$ cat src/rtl/key_press_decoder_if.sv
// Key event bundle between a debounced key source and its press decoder.
interface key_press_decoder_if;
    logic key_flag;
    logic key_state;
    logic short_pulse;
    logic long_pulse;
    logic repeat_pulse;
    logic double_pulse;
    logic key_held;

    // Debouncer / control side: supplies key events, observes classifications.
    modport master (
        output key_flag,
        output key_state,
        input  short_pulse,
        input  long_pulse,
        input  repeat_pulse,
        input  double_pulse,
        input  key_held
    );

    // Decoder side: consumes key events, produces classifications.
    modport slave (
        input  key_flag,
        input  key_state,
        output short_pulse,
        output long_pulse,
        output repeat_pulse,
        output double_pulse,
        output key_held
    );
endinterface

$ cat src/rtl/key_press_decoder.sv
// Classifies debounced key activity into short, long (with auto-repeat) and
// double-click events, each reported as a one-cycle registered pulse.
module key_press_decoder #(
    parameter int unsigned LONG_CYC   = 50_000_000,
    parameter int unsigned REPEAT_CYC = 10_000_000,
    parameter int unsigned DCLICK_CYC = 15_000_000,
    parameter int unsigned CNT_W      = 26
) (
    input  logic                clk,
    input  logic                rst,
    key_press_decoder_if.slave  bus
);

    typedef enum logic [2:0] {
        S_IDLE   = 3'd0,
        S_PRESS1 = 3'd1,
        S_LONG   = 3'd2,
        S_WAIT2  = 3'd3,
        S_PRESS2 = 3'd4
    } state_t;

    localparam logic [CNT_W-1:0] LONG_LAST   = CNT_W'(LONG_CYC - 1);
    localparam logic [CNT_W-1:0] REPEAT_LAST = CNT_W'(REPEAT_CYC - 1);
    localparam logic [CNT_W-1:0] DCLICK_LAST = CNT_W'(DCLICK_CYC - 1);

    state_t            state_q, state_d;
    logic [CNT_W-1:0]  cnt_q, cnt_d;
    logic              short_d, long_d, repeat_d, double_d, held_d;
    logic              short_q, long_q, repeat_q, double_q, held_q;
    logic              press_c, release_c;

    // Edge events decoded straight from the debouncer outputs.
    assign press_c   = bus.key_flag & ~bus.key_state;
    assign release_c = bus.key_flag &  bus.key_state;

    // Next-state, counter and pulse decisions; release/press win ties with timeouts.
    always_comb begin
        state_d  = state_q;
        cnt_d    = cnt_q;
        short_d  = 1'b0;
        long_d   = 1'b0;
        repeat_d = 1'b0;
        double_d = 1'b0;
        case (state_q)
            S_IDLE: begin
                cnt_d = '0;
                if (press_c) begin
                    state_d = S_PRESS1;
                end
            end
            S_PRESS1: begin
                if (release_c) begin
                    state_d = S_WAIT2;
                    cnt_d   = '0;
                end else if (cnt_q == LONG_LAST) begin
                    long_d  = 1'b1;
                    state_d = S_LONG;
                    cnt_d   = '0;
                end else begin
                    cnt_d = cnt_q + CNT_W'(1);
                end
            end
            S_LONG: begin
                if (release_c) begin
                    state_d = S_IDLE;
                    cnt_d   = '0;
                end else if (cnt_q == REPEAT_LAST) begin
                    repeat_d = 1'b1;
                    cnt_d    = '0;
                end else begin
                    cnt_d = cnt_q + CNT_W'(1);
                end
            end
            S_WAIT2: begin
                if (press_c) begin
                    double_d = 1'b1;
                    state_d  = S_PRESS2;
                    cnt_d    = '0;
                end else if (cnt_q == DCLICK_LAST) begin
                    short_d = 1'b1;
                    state_d = S_IDLE;
                    cnt_d   = '0;
                end else begin
                    cnt_d = cnt_q + CNT_W'(1);
                end
            end
            S_PRESS2: begin
                cnt_d = '0;
                if (release_c) begin
                    state_d = S_IDLE;
                end
            end
            default: begin
                state_d = S_IDLE;
                cnt_d   = '0;
            end
        endcase
        held_d = (state_d == S_PRESS1) || (state_d == S_LONG) || (state_d == S_PRESS2);
    end

    // State, counter and output registers; reset clears everything at once.
    always_ff @(posedge clk or posedge rst) begin
        if (rst) begin
            state_q  <= S_IDLE;
            cnt_q    <= '0;
            short_q  <= 1'b0;
            long_q   <= 1'b0;
            repeat_q <= 1'b0;
            double_q <= 1'b0;
            held_q   <= 1'b0;
        end else begin
            state_q  <= state_d;
            cnt_q    <= cnt_d;
            short_q  <= short_d;
            long_q   <= long_d;
            repeat_q <= repeat_d;
            double_q <= double_d;
            held_q   <= held_d;
        end
    end

    assign bus.short_pulse  = short_q;
    assign bus.long_pulse   = long_q;
    assign bus.repeat_pulse = repeat_q;
    assign bus.double_pulse = double_q;
    assign bus.key_held     = held_q;

endmodule
$ cat src/flat_wrapper.sv
// flat-port wrapper written by rule: the top's interface ports become plain ports
module key_press_decoder_flat 
#(
    parameter int unsigned LONG_CYC   = 50_000_000,
    parameter int unsigned REPEAT_CYC = 10_000_000,
    parameter int unsigned DCLICK_CYC = 15_000_000,
    parameter int unsigned CNT_W      = 26
)
  (clk, rst, bus_key_flag, bus_key_state, bus_short_pulse, bus_long_pulse, bus_repeat_pulse, bus_double_pulse, bus_key_held);
  key_press_decoder_if bus_i ();
  input  logic clk;
  input  logic rst;
  input wire logic [$bits(bus_i.key_flag)-1:0] bus_key_flag;
  input wire logic [$bits(bus_i.key_state)-1:0] bus_key_state;
  output wire logic [$bits(bus_i.short_pulse)-1:0] bus_short_pulse;
  output wire logic [$bits(bus_i.long_pulse)-1:0] bus_long_pulse;
  output wire logic [$bits(bus_i.repeat_pulse)-1:0] bus_repeat_pulse;
  output wire logic [$bits(bus_i.double_pulse)-1:0] bus_double_pulse;
  output wire logic [$bits(bus_i.key_held)-1:0] bus_key_held;
  assign bus_i.key_flag = bus_key_flag;
  assign bus_i.key_state = bus_key_state;
  assign bus_short_pulse = bus_i.short_pulse;
  assign bus_long_pulse = bus_i.long_pulse;
  assign bus_repeat_pulse = bus_i.repeat_pulse;
  assign bus_double_pulse = bus_i.double_pulse;
  assign bus_key_held = bus_i.key_held;
  key_press_decoder #(.LONG_CYC(LONG_CYC), .REPEAT_CYC(REPEAT_CYC), .DCLICK_CYC(DCLICK_CYC), .CNT_W(CNT_W)) u_core (.clk(clk), .rst(rst), .bus(bus_i));
endmodule
$ cat config.mk
export PLATFORM = sky130hd
export DESIGN_NAME = key_press_decoder_flat
export DESIGN_NICKNAME = d
export VERILOG_FILES = /design/src/rtl/key_press_decoder_if.sv /design/src/rtl/key_press_decoder.sv /design/src/flat_wrapper.sv
export SDC_FILE = /design/constraint.sdc
export NUM_CORES = 1
export LEC_CHECK = 0
export BUFFER_PORTS_ARGS = -buffer_cell sky130_fd_sc_hd__buf_2
export CORE_UTILIZATION = 45
export CTS_CLUSTER_SIZE = 16
export DETAILED_ROUTE_END_ITERATION = 12
export GPL_TIMING_DRIVEN = 0
export PLACE_DENSITY_LB_ADDON = 0.05
export RECOVER_POWER = 50
export SKIP_LAST_GASP = 1
export SLEW_MARGIN = 30
export SYNTH_ARGS = -nofsm -noshare
export SYNTH_HDL_FRONTEND = slang
export SYNTH_SLANG_ARGS = --single-unit
$ cat constraint.sdc
create_clock -name clk -period 2.4 [get_ports clk]
set_input_delay 0.36 -clock clk [delete_from_list [all_inputs] [get_ports clk]]
set_output_delay 0.36 -clock clk [all_outputs]
set_load 0.01 [all_outputs]
---- Yosys cells after proc, flatten, opt, wreduce, memory -nomap -nowiden ----
Cells that the tools add are included.
operators by class
  add/subtract/negate cells ............... 1
  eq/ne operators ......................... 10
  muxes and demuxes ....................... 25
  bitwise gates (word level) .............. 3
  reduce and logical (&&, ||, !) cells .... 4
operator list
  operator                                                                  count
  26-bit two-way mux                                                        6
  26-bit case mux with 3 select lines                                       1
  26-bit by 24-bit equality test with 1-bit output (second input constant)  2
  26-bit by 1-bit adder with 26-bit output (second input constant)          1
  26-bit equality test (second input constant)                              1
  3-bit two-way mux                                                         6
  3-bit case mux with 4 select lines                                        1
  1-bit two-way mux                                                         11
  3-bit by 2-bit equality test with 1-bit output (second input constant)    3
  3-bit by 1-bit equality test with 1-bit output (second input constant)    2
  3-bit equality test (second input constant)                               2
  3-bit logical NOT                                                         1
  1-bit AND                                                                 2
  1-bit logical OR                                                          2
  2-bit OR reduction                                                        1
  1-bit NOT                                                                 1
word-level totals
  register bits ........................... 34
  input bits .............................. 4
  output and inout port bits .............. 5
  logic and storage cells ................. 50

---- Longest topological paths before layout ----
  depth after elaboration ................. 7
  mapped depth ............................ 7
  gate-level depth less buffers ........... 5

---- Worst setup path before layout ----
No wires, ideal clock.
  path type ............................... register -> register
  start point ............................. register u_core.cnt_q[6]
  end point ............................... register u_core.cnt_q[6]
  library setup time ...................... 0.119 ns
  arrival time ............................ 1.909 ns
  required time ........................... 2.281 ns
  path slack .............................. 0.372 ns
  stages on the path, launching flop included .. 8
  path buffers ............................ 2
  period minus slack after synthesis ...... 2.028 ns
  cells stage by stage .................... dfrtp_1 buf_6 or4b_4 nor4_4 a21oi_2 a211oi_4 buf_6 nor2_2
between the ends
  word-level cells in the longest chain between the ends .. 4
  elaborated cells on any way between the ends .. 11
  classes of those cells .................. 1 x add/sub; 3 x eq/ne; 7 x mux
RTL lines
  item                                                              RTL line                                                                   text
  start: declaration                                                key_press_decoder.sv:27                                                    logic [CNT_W-1:0] cnt_q, cnt_d;
  start signal: assignment                                          key_press_decoder.sv:113                                                   cnt_q <= cnt_d;
  26-bit by 1-bit adder with 26-bit output (tied with other cells)  key_press_decoder.sv:60, key_press_decoder.sv:71, key_press_decoder.sv:84
  26-bit two-way mux, on equally long branches                      key_press_decoder.sv:79, key_press_decoder.sv:67, key_press_decoder.sv:55
  26-bit two-way mux, on equally long branches                      key_press_decoder.sv:75, key_press_decoder.sv:52, key_press_decoder.sv:64
  26-bit case mux with 3 select lines (*)                           key_press_decoder.sv:44                                                    case (state_q)
  via u_core.cnt_d[6]                                               key_press_decoder.sv:27
Mark *: on every way through the listed nets, which the timed path passes. The rest lies on a longest branch.

---- Worst setup path after layout ----
  start point ............................. register u_core.cnt_q[7]
  end point ............................... register u_core.cnt_q[14]
The elaborated chain is that of the path after synthesis.

==> results by group <==
Run status
  • Outcome: finished clean

STA
  • Slew @ Worst Pin: 1.25 ns
  • Fin. Hold Viols: 0
  • Worst Slack Setup Final: 0.210 ns
  • RSZ-0062 raised after global routing: false
  • Max_slew headroom: 0.168
  • Fin. max-slew vios: 0
  • Final setup viols: 0
  • Setup_tns: 0 ns
  • FMAX: 457 MHz
  • Crit path time final: 2.19 ns
  • Worst hold margin: 0.302 ns
  • Final worst-path cycle share: 0.912
  • Clock skew: 0.00414 ns

Synth
  • Cells after Synth: 184
  • Synth Net Count: 189
  • Register bit total from synthesis: 34
  • Seq/Total Area, Yosys: 0.464
  • Synthesized cell area: 1830 um^2
  • Post-synthesis cell type count: 38
  • Syn avg cell area: 9.96 um^2
  • EDFF count, synth: 0
  • Primary FF master, synth: dfrtp_1
  • Synth warnings: 0
  • Async set-reset flop share out of synthesis: 1.00

Finish
  • N_diodes: 0
  • Fillers: 352
  • Post-route cell area: 2040 um^2
  • Most frequent cells in the layout: dfrtp_1, nor2_1, xnor2_1, nand2_1, xor2_1
  • Area grow syn2layout: 11.5%
  • Post-layout util: 0.542
  • Share of cells above drive strength 1: 0.172
  • Net count reported at finish: 207
  • Commonest non-fill, non-tap cell in the layout: dfrtp_1

Power
  • Maximum vdd ir drop: 0.400 mV
  • Pwr Density: 763 nW/um^2
  • Lkg Pwr: 0.851 nW

GRT
  • Global Route Usage Sum: 0.196
  • GR Overflow Total: 0
  • Initial antenna violation count: 0
  • Number of global-route vias before repair: 1350
  • Pin count of the biggest net entering global routing: 35
  • First-pass GRT wire length: 6270 um

Critical path
  • Critical path endpoint category: flop
  • Max incr delay on CP: 0.45 ns
  • Worst setup endpoint: u_core.cnt_q[14]
  • Bufs and invs on worst path: 2
  • Worst-path maximum fanout: 10
  • Critical path's slowest cell: dfrtp_1
  • Reg2reg end: u_core.cnt_q[14]
  • R2r setup slk: 0.21 ns
  • Data required time of the worst path: 2.58 ns
  • CP cell instances: or3b_1 > nor4_1 > a21oi_1 > a211oi_4 > buf_4 > buf_6 > nor2_2
  • CP Launch Point: u_core.cnt_q[7]
  • Setup CP Type: flop to flop
  • Worst flop-to-flop path startpoint: u_core.cnt_q[7]
  • CP Launch Type: flop
  • Crit path depth: 7
  • Delay-heaviest family, CP: simple AND/OR/NAND/NOR gates
  • Reg2reg path depth: 7
  • Arr. time, crit path: 2.37 ns

Die
  • Die Y: 65.8 um
  • CORE AREA: 3770 um^2
  • Die area: 4330 um^2
  • Num rows: 22
  • I/O pins: 9
  • Initial Util: 0.486
  • Die Width: 65.8 um

Routing
  • DRT iter0 DRCs: 52
  • Via-to-Cell Ratio: 5.48
  • DR vias: 1376
  • Antenna-violating nets left: 0
  • Wire per inst: 14.6 um
  • Drc violations: 0
  • Pre-Repair DR Iteration Count: 4
  • DRT Wirelength: 3660 um

Place
  • Area after DPL: 1930 um^2
  • Port Buffers: 8
  • Gpl congestion: 0.846
  • Pre-CTS WS: 0.0682 ns
  • Post-DP HPWL: 2600 um

Job
  • Max-cap violations: 0

CTS
  • Max Root-Sink Buffers: 2
  • H-tree levels: 2
  • CTS tree: yes
  • Clock slew at reported path FFs: 0.07 ns
  • # clock sinks: 34
  • Num CTS Buffers: 5
  • Root Buffer: clkbuf_8
  • Cts hold-fix bufs: 0
  • Worst-Skew Late Latency: 0.29 ns

Hold path
  • Worst hold path class: input port to flop
[layer usage]
layer  global-route usage  part of all wire  vias to the layer above
met4               0.0707            0.0090                        0
met1                0.258              0.47                      668
met2                0.313              0.47                       25
li1                     -                 -                      677
met5                    0                 0                        -
met3               0.0466             0.059                        6
[layout make-up]
type / instances / area, um^2 / share of cell area
Tap cell: 48 / 60.1 / 0.0294
Timing Repair Buffer: 11 / 60.1 / 0.0294
Inverter: 2 / 7.51 / 0.00367
Sequential cell: 34 / 851 / 0.416
Buffer: 6 / 46.3 / 0.0227
Clock inverter: 1 / 5.00 / 0.00245
Clock buffer: 7 / 86.3 / 0.0423
Multi-Input combinational cell: 142 / 927 / 0.454
[worst min-delay path by stage]
stage / slack, ns / to / cells past startpoint / start
floorplan: 0.42 / u_core.cnt_q[0] / 1 / u_core.cnt_q[0]
global placement: 0.43 / u_core.cnt_q[0] / 1 / u_core.cnt_q[0]
detailed placement: 0.45 / u_core.cnt_q[0] / 1 / u_core.cnt_q[0]
CTS: 0.21 / u_core.cnt_q[22] / 2 / rst
global route: 0.32 / u_core.state_q[2] / 2 / bus_key_state
finish: 0.30 / u_core.state_q[2] / 2 / bus_key_state
[metrics by stage]
stage	power [mW]	std cells
floorplan	0.976	184
global placement	1.07	240
detailed placement	1.08	240
CTS	1.52	248
global route	1.65	251
finish	1.56	251
[Yosys cell counts (all sizes together) (2+ instances only)]
master    n  area [um^2]
a21oi     4         23.8
a22oi     2         15.0
and2      3         18.8
and3      8         50.1
and4      4         35.0
buf       4         38.8
clkbuf    2         7.51
dfrtp    34          851
inv       2         7.51
nand2    12         45.0
nand3     9         45.0
nand4     8         50.1
nand4b    2         17.5
nand4bb   3         33.8
nor2     36          158
nor2b     2         12.5
nor3      8         40.0
nor4      2         27.5
or3b      2         17.5
xnor2    14          123
xor2     11         96.3
[cell families after synthesis]
family | synth area share
adders and majority gates | 0.00683
buffers and inverters | 0.0294
and+or+nand+nor | 0.325
xor gates and xnor gates | 0.120
AOI/OAI and AO/OA | 0.0546
DFF | 0.464
[power breakdown]
group / internal (mW) / total (mW) / leakage, nW / switching, mW
registers: 0.615 / 0.638 / 0.467 / 0.0235
logic: 0.203 / 0.480 / 0.335 / 0.276
clock network: 0.231 / 0.441 / 0.0482 / 0.209
total: 1.05 / 1.56 / 0.851 / 0.509
[flip-flops by register name (all words and copies together) (netlist names)]
| signal | flops |
|---|---|
| u_core.bus.double_pulse | 1 |
| u_core.bus.key_held | 1 |
| u_core.bus.long_pulse | 1 |
| u_core.bus.repeat_pulse | 1 |
| u_core.bus.short_pulse | 1 |
| u_core.cnt_q | 26 |
| u_core.state_q | 3 |
[timing repair]
item,in CTS,in global routing
setup endpoints to repair,0,20
setup buffers,0,3
resized for setup,0,0
Power figures use the tool's default switching activity.
